`src/rtl/dut_vector_sequencer.sv`:
```
// dut_vector_sequencer
// Streams stimulus vectors into a combinational dut, holds each one for a
// programmable settle time and captures the response. The response is checked
// against a masked expectation and offered on a valid/ready result port. A
// saturating per-run error count is kept.
module dut_vector_sequencer #(
    parameter int IN_W          = 150,
    parameter int OUT_W         = 80,
    parameter int CNT_W         = 16,
    parameter int SETTLE_CYCLES = 1
) (
    input  logic             i_clk,
    input  logic             i_rst,
    input  logic             i_start,
    input  logic             i_abort,
    input  logic [CNT_W-1:0] i_num_vectors,
    input  logic             i_vec_valid,
    output logic             o_vec_ready,
    input  logic [IN_W-1:0]  i_vec_data,
    input  logic [OUT_W-1:0] i_exp_data,
    input  logic [OUT_W-1:0] i_exp_mask,
    output logic [IN_W-1:0]  o_dut_in,
    input  logic [OUT_W-1:0] i_dut_out,
    output logic             o_res_valid,
    input  logic             i_res_ready,
    output logic [OUT_W-1:0] o_res_data,
    output logic [CNT_W-1:0] o_res_index,
    output logic             o_res_mismatch,
    output logic             o_busy,
    output logic             o_done,
    output logic [CNT_W-1:0] o_err_count
);

    // Settle counter reload value; a count of 0 means "capture this cycle".
    localparam logic [7:0] SETTLE_LOAD = 8'(SETTLE_CYCLES - 1);

    typedef enum logic [2:0] {
        S_IDLE   = 3'd0,
        S_APPLY  = 3'd1,
        S_SETTLE = 3'd2,
        S_EMIT   = 3'd3,
        S_DONE   = 3'd4
    } state_t;

    state_t             r_state;
    state_t             w_state_nxt;
    logic               w_start_ok;
    logic               w_accept;
    logic               w_capture;
    logic               w_handshake;
    logic               w_last;
    logic [CNT_W-1:0]   w_index_inc;
    logic               w_mismatch;

    logic [7:0]         r_settle_cnt;
    logic [CNT_W-1:0]   r_count;
    logic [CNT_W-1:0]   r_index;
    logic [OUT_W-1:0]   r_exp;
    logic [OUT_W-1:0]   r_mask;
    logic [IN_W-1:0]    r_dut_in;
    logic [OUT_W-1:0]   r_res_data;
    logic [CNT_W-1:0]   r_res_index;
    logic               r_res_mismatch;
    logic [CNT_W-1:0]   r_err_count;
    logic               r_vec_ready;
    logic               r_res_valid;
    logic               r_busy;
    logic               r_done;

    // Masked compare: any differing bit that the mask selects is a mismatch.
    function automatic logic f_masked_mismatch(
        input logic [OUT_W-1:0] actual,
        input logic [OUT_W-1:0] expected,
        input logic [OUT_W-1:0] mask
    );
        return |((actual ^ expected) & mask);
    endfunction

    assign w_index_inc = r_index + {{(CNT_W-1){1'b0}}, 1'b1};
    assign w_last      = (w_index_inc == r_count);
    assign w_mismatch  = f_masked_mismatch(i_dut_out, r_exp, r_mask);

    // State register.
    always_ff @(posedge i_clk) begin
        if (i_rst) begin
            r_state <= S_IDLE;
        end else begin
            r_state <= w_state_nxt;
        end
    end

    // Next-state logic and the per-cycle events that steer the datapath.
    always_comb begin
        w_state_nxt = r_state;
        w_start_ok  = 1'b0;
        w_accept    = 1'b0;
        w_capture   = 1'b0;
        w_handshake = 1'b0;
        case (r_state)
            S_IDLE: begin
                if (i_start && !i_abort) begin
                    w_start_ok = 1'b1;
                    if (i_num_vectors == {CNT_W{1'b0}}) begin
                        w_state_nxt = S_DONE;
                    end else begin
                        w_state_nxt = S_APPLY;
                    end
                end else begin
                    w_state_nxt = S_IDLE;
                end
            end
            S_APPLY: begin
                if (i_abort) begin
                    w_state_nxt = S_IDLE;
                end else if (i_vec_valid) begin
                    w_accept    = 1'b1;
                    w_state_nxt = S_SETTLE;
                end else begin
                    w_state_nxt = S_APPLY;
                end
            end
            S_SETTLE: begin
                if (i_abort) begin
                    w_state_nxt = S_IDLE;
                end else if (r_settle_cnt == 8'd0) begin
                    w_capture   = 1'b1;
                    w_state_nxt = S_EMIT;
                end else begin
                    w_state_nxt = S_SETTLE;
                end
            end
            S_EMIT: begin
                if (i_abort) begin
                    w_state_nxt = S_IDLE;
                end else if (i_res_ready) begin
                    w_handshake = 1'b1;
                    if (w_last) begin
                        w_state_nxt = S_DONE;
                    end else begin
                        w_state_nxt = S_APPLY;
                    end
                end else begin
                    w_state_nxt = S_EMIT;
                end
            end
            S_DONE: begin
                w_state_nxt = S_IDLE;
            end
            default: begin
                w_state_nxt = S_IDLE;
            end
        endcase
    end

    // Status flags registered from the next state so they line up with it.
    always_ff @(posedge i_clk) begin
        if (i_rst) begin
            r_vec_ready <= 1'b0;
            r_res_valid <= 1'b0;
            r_busy      <= 1'b0;
            r_done      <= 1'b0;
        end else begin
            r_vec_ready <= (w_state_nxt == S_APPLY);
            r_res_valid <= (w_state_nxt == S_EMIT);
            r_busy      <= (w_state_nxt != S_IDLE);
            r_done      <= (w_state_nxt == S_DONE);
        end
    end

    // Run bookkeeping: latched vector count and current vector index.
    always_ff @(posedge i_clk) begin
        if (i_rst) begin
            r_count <= {CNT_W{1'b0}};
            r_index <= {CNT_W{1'b0}};
        end else if (w_start_ok) begin
            r_count <= i_num_vectors;
            r_index <= {CNT_W{1'b0}};
        end else if (w_handshake && !w_last) begin
            r_index <= w_index_inc;
        end else begin
            r_index <= r_index;
        end
    end

    // Stimulus drive, expectation latch and settle countdown.
    always_ff @(posedge i_clk) begin
        if (i_rst) begin
            r_dut_in     <= {IN_W{1'b0}};
            r_exp        <= {OUT_W{1'b0}};
            r_mask       <= {OUT_W{1'b0}};
            r_settle_cnt <= 8'd0;
        end else if (w_accept) begin
            r_dut_in     <= i_vec_data;
            r_exp        <= i_exp_data;
            r_mask       <= i_exp_mask;
            r_settle_cnt <= SETTLE_LOAD;
        end else if (r_state == S_SETTLE && r_settle_cnt != 8'd0) begin
            r_settle_cnt <= r_settle_cnt - 8'd1;
        end else begin
            r_settle_cnt <= r_settle_cnt;
        end
    end

    // Result capture; the captured fields stay put while the result is offered.
    always_ff @(posedge i_clk) begin
        if (i_rst) begin
            r_res_data     <= {OUT_W{1'b0}};
            r_res_index    <= {CNT_W{1'b0}};
            r_res_mismatch <= 1'b0;
        end else if (w_capture) begin
            r_res_data     <= i_dut_out;
            r_res_index    <= r_index;
            r_res_mismatch <= w_mismatch;
        end else begin
            r_res_mismatch <= r_res_mismatch;
        end
    end

    // Saturating mismatch counter, cleared only by an accepted start.
    always_ff @(posedge i_clk) begin
        if (i_rst) begin
            r_err_count <= {CNT_W{1'b0}};
        end else if (w_start_ok) begin
            r_err_count <= {CNT_W{1'b0}};
        end else if (w_capture && w_mismatch && (r_err_count != {CNT_W{1'b1}})) begin
            r_err_count <= r_err_count + {{(CNT_W-1){1'b0}}, 1'b1};
        end else begin
            r_err_count <= r_err_count;
        end
    end

    assign o_vec_ready    = r_vec_ready;
    assign o_res_valid    = r_res_valid;
    assign o_busy         = r_busy;
    assign o_done         = r_done;
    assign o_dut_in       = r_dut_in;
    assign o_res_data     = r_res_data;
    assign o_res_index    = r_res_index;
    assign o_res_mismatch = r_res_mismatch;
    assign o_err_count    = r_err_count;

endmodule

```
`config.mk`:
```
export PLATFORM = sky130hd
export DESIGN_NAME = dut_vector_sequencer
export DESIGN_NICKNAME = d
export VERILOG_FILES = /design/src/rtl/dut_vector_sequencer.sv
export SDC_FILE = /design/constraint.sdc
export NUM_CORES = 1
export LEC_CHECK = 0
export BUFFER_PORTS_ARGS = -buffer_cell sky130_fd_sc_hd__buf_2
export CORE_AREA = 3 3 263 265
export CTS_BUF_LIST = sky130_fd_sc_hd__clkbuf_16
export DETAILED_ROUTE_END_ITERATION = 10
export DIE_AREA = 0 0 266 268
export PLACE_DENSITY = 0.58
export SLEW_MARGIN = 20
export SYNTH_ARGS = -nofsm -noshare
export SYNTH_HDL_FRONTEND = slang
export SYNTH_SLANG_ARGS = --single-unit
```
`constraint.sdc`:
```
create_clock -name i_clk -period 3.75 [get_ports i_clk]
set_clock_uncertainty 0.15 [all_clocks]
set_input_delay 0.5625 -clock i_clk [delete_from_list [all_inputs] [get_ports i_clk]]
set_output_delay 0.5625 -clock i_clk [all_outputs]
set_load 0.02 [all_outputs]
```
==> impl_summary.md <==
Run status
The flow ran to the end, and the final reports show no timing, DRC or antenna violations.

Worst setup path
The worst setup path is of the reg -> reg kind. The worst register-to-register path begins at r_index[0]. The largest incremental delay on the critical path is between 0.5 and 0.6 ns. The arrival time at the worst endpoint is approximately 3.7 ns. Counting buffers and inverters, the worst setup path is 9 cells deep. The worst setup path is launched from a flip-flop. In this design, the largest share of critical-path delay is due to simple AND/OR/NAND/NOR gates. The critical path goes through ha_1, nand3_2, nor3_1, a21oi_1, or4_1, or4_1, or4_4, a21oi_4, a31oi_1. Tracing the worst setup path back leads to its startpoint at r_index[0]. The setup slack of the most critical reg-to-reg path is 0.35 ns. STA classifies the critical path endpoint as a flip-flop.

For the worst flop-to-flop path, the logic depth is 9. The required time of the critical path is between 4 and 5 ns. The endpoint of the worst-slack reg-to-reg timing path is o_busy. The number of buffer and inverter instances along the worst setup path is 0. Of all nets on the critical path, the largest fanout is 8.

The capture point of the critical path is o_busy. The slowest stage of the critical path is the sky130_fd_sc_hd__or4_1 cell. In this design, the critical path's most frequently occurring cell is sky130_fd_sc_hd__or4_1.

Final layout
The top cell types in the final layout, fill and taps aside, are sky130_fd_sc_hd__nand2_1, sky130_fd_sc_hd__buf_2, sky130_fd_sc_hd__dfxtp_1. Fill cells in the final layout number roughly 7200. The area growth from synthesis to layout is 33.3%.

For this run, the post-layout net count is approximately 3300. Of the cells placed in the final design, the portion with a size suffix greater than 1 is 26.6%. For this run, the number of standard cells in the final layout without fillers is a little under 4000. The library cell used most frequently in the layout, excluding fill and tap cells, is sky130_fd_sc_hd__nand2_1.

Worst hold path
The worst hold path belongs to the class in -> reg.

Placement
The HPWL reported at the end of detailed placement is ~52000 um. The congestion estimate from routability-driven global placement came to between 0.8 and 0.9. The total placed cells including tap cells is 3729. The count of port buffers added during placement is just under 700. Prior to clock tree synthesis, the placed netlist has a worst setup slack of about 0.24 ns.

Power and ir drop
The total internal power is roughly 8 mW. The sequential cell fraction of total power is 46.6%. The overall power of the completed layout is around 11 mW. Net switching is around a quarter of the power.

The clock network burns a little under half of the power. The fraction of power consumed by combinational cells is under 10%. IR analysis of the VDD net gives a maximum drop of around 0.00032 V. The leakage power of the design is a little under 10 nW. The power density over cell area is about 450 nW/um2. The analysis attributes to net switching a power of approximately 2.7 mW.

STA
The count of endpoints failing hold in the final timing report is 0. The max-slew violation count is 0. The post-route clock period utilization is around 91%. Counting I/O delays and the setup requirement, the final critical path takes roughly 3.4 ns. Hold timing on the final database bottoms out at a slack of ~0.041 ns. Once routing completed, OpenROAD measured the worst setup slack at around 0.35 ns. The final-report setup violation count is 0. Setup repair after global routing left no endpoint under its margin.

Based on the critical path, the design can be clocked at up to 0.295 GHz. Setup total negative slack on the finished layout was measured at 0 ns. Headroom to the max-slew limit came out at approximately a quarter. The transition time at the pin with the least slew margin is ~1.1 ns.

Logic synthesis
After technology mapping, the gate count stands at between 2000 and 2500. In this run the cell area of the synthesized design comes to approximately 18000 um2. The synthesized area divided by synthesized cell count is 7.85 um2. The count of yosys warnings during synthesis is 0. For this run, the register share of the synthesized area comes to 51.8%. The synthesized net count is roughly 2700. After synthesis, the share of flip-flops with an asynchronous set or reset is 0%. The total of flip-flops plus latches after synthesis is between 400 and 500. The main flop type after synthesis is sky130_fd_sc_hd__dfxtp_1. The number of flops mapped to enable cells by yosys is 0. The number of different library cells in the post-synthesis netlist is 55.

Detailed routing
In the routed layout, each cell is associated on average with a via count of between 4 and 5. The post-route antenna net violation count is 0. The final routed wire length divided by cell count is roughly 18 um.

The iteration count of the initial detailed-routing pass is 5. After detailed routing, the number of remaining DRC violations is 0. The vias after detailed routing is between 15000 and 20000.

The routed design has 70100 um of wire. The first-iteration detailed-routing DRC count is between 1000 and 1500.

Clock network
The later pin in the worst-skew pair is clocked with a latency of 0.61 ns. The number of clock buffers added by TritonCTS is between 50 and 60. Clock tree synthesis found a total of 470 sinks. The root buffer cell chosen for the clock tree is sky130_fd_sc_hd__clkbuf_16.

The count of H-tree levels built during CTS is 2. TritonCTS built the clock tree. The number of instances resized during post-cts repair is 0. The clock input transition at the sequential cells of the worst setup and hold paths is 0.06 ns.

The clock passes through at most 3 buffers.

Global route
The via count of the first global-routing pass is roughly 17000. The global route total overflow is 0. For this run, the total global-route usage over all layers was measured as 18.6%.

The initial antenna violation count is 23. The first global-routing pass estimated just over 100000 um of wire. The largest net degree at the start of global routing is between 200 and 250.

Floorplan
Once the floorplan was initialized, standard cells occupied a little over a quarter of the core. The die width is 266 um. The number of placed I/O pins is roughly 680. Row generation in the floorplan step produced 95 rows.

The height of the die is about 270 um. The area enclosed by the die boundary is 71300 um2. The core region area is about 67000 um2.

Job
The number of max-cap violations is 0.
[tightest hold or removal path, stage by stage]
cell                      delay [ns]
sky130_fd_sc_hd__buf_2          0.09
sky130_fd_sc_hd__nand2_1        0.05
sky130_fd_sc_hd__a21oi_1        0.05
[state kept, by name (all words and copies together) (netlist names)]
signal / cells
r_index: 16
r_mask: 80
r_state: 3
o_dut_in: 150
o_res_valid: 1
o_done: 1
o_res_mismatch: 1
o_res_index: 16
o_busy: 1
o_vec_ready: 1
r_count: 16
r_exp: 80
o_res_data: 80
o_err_count: 16
r_settle_cnt: 8
[synthesized netlist by cell type (4+ instances only)]
cell type	count	area share, %
sky130_fd_sc_hd__o21ai_1	6	0.17
sky130_fd_sc_hd__o21ai_0	4	0.11
sky130_fd_sc_hd__clkbuf_1	152	3.1
sky130_fd_sc_hd__nor2_1	26	0.54
sky130_fd_sc_hd__dfxtp_1	470	52
sky130_fd_sc_hd__a22oi_1	41	1.7
sky130_fd_sc_hd__a21oi_1	449	12
sky130_fd_sc_hd__or4_1	13	0.54
sky130_fd_sc_hd__or3_1	16	0.55
sky130_fd_sc_hd__nor3_1	21	0.58
sky130_fd_sc_hd__nand2_1	877	18
sky130_fd_sc_hd__o31ai_1	10	0.41
sky130_fd_sc_hd__xnor2_1	22	1.1
sky130_fd_sc_hd__nand3_1	13	0.36
sky130_fd_sc_hd__xor2_1	93	4.5
sky130_fd_sc_hd__nand4_1	23	0.79
sky130_fd_sc_hd__and2_1	5	0.17
sky130_fd_sc_hd__inv_1	6	0.12
sky130_fd_sc_hd__nor4_1	11	0.38
sky130_fd_sc_hd__and3_1	9	0.31
[stage by stage]
| step | area, um2 | util, % |
|---|---|---|
| 2_1_floorplan | 18200 | - |
| 3_3_place_gp | 22400 | 33.4 |
| 3_5_place_dp | 22400 | 33.4 |
| 4_1_cts | 24200 | 36.1 |
| 5_1_grt | 24200 | 36.1 |
| 6_report | 24200 | 36.1 |
[worst min-delay path by stage]
stage / end / slack, ns / from / cells after the start
floorplan: r_mask[11] / 0.29 / r_mask[11] / 2
global placement: o_dut_in[76] / 0.29 / o_dut_in[76] / 2
detailed placement: o_dut_in[112] / 0.29 / o_dut_in[112] / 2
CTS: r_exp[37] / 0.00004 / i_exp_data[37] / 3
global route: r_exp[5] / 0.02 / i_exp_data[5] / 3
finish: r_exp[37] / 0.04 / i_exp_data[37] / 3
[cell type report]
cell class / count / area, um2 / area share (%)
tap: 873 / 1090 / 4.51
multi-input combinational: 1678 / 8130 / 33.6
inverter: 6 / 22.5 / 0.0930
clock buffer: 54 / 1350 / 5.58
sequential: 470 / 9410 / 38.8
antenna: 12 / 30.0 / 0.124
clock inverter: 45 / 344 / 1.42
timing repair buffer: 716 / 3850 / 15.9
[layer usage]
| layer | global-route usage, % | vias up | part of all wire (%) |
|---|---|---|---|
| li1 | - | 8900 | - |
| met1 | 23.5 | 8187 | 43 |
| met2 | 31.1 | 586 | 48 |
| met3 | 5.27 | 94 | 7.6 |
| met4 | 5.02 | 14 | 1.9 |
| met5 | 0 | - | 0.14 |
[kinds of logic (layout without fill, tap and decap cells)]
family	after synthesis	count (layout)	synth area share, %
buffers and inverters	166	821	3.59
XOR/XNOR	115	115	5.54
multiplexers	3	3	0.165
AND/OR/NAND/NOR	1033	1033	23.3
adder cells (fa/ha/maj)	3	3	0.207
flip-flops	470	470	51.8
AO/OA/AOI/OAI	524	524	15.4
other	0	12	0
[power groups by stage]
stage | Combinational, mW | Clock [mW] | Sequential (mW)
finish | 0.730 | 5.11 | 5.09
global route | 0.797 | 5.48 | 5.10
CTS | 0.739 | 5.27 | 5.09
detailed placement | 0.722 | 0 | 5.20
global placement | 0.723 | 0 | 5.20
floorplan | 0.267 | 0 | 5.23
[what timing repair did]
item | in CTS | in global routing
hold buffers | 14 | 0
hold endpoints to repair | 14 | 0
buffers inserted | 0 | 0
Note: power is estimated with default switching activity, not from simulation.
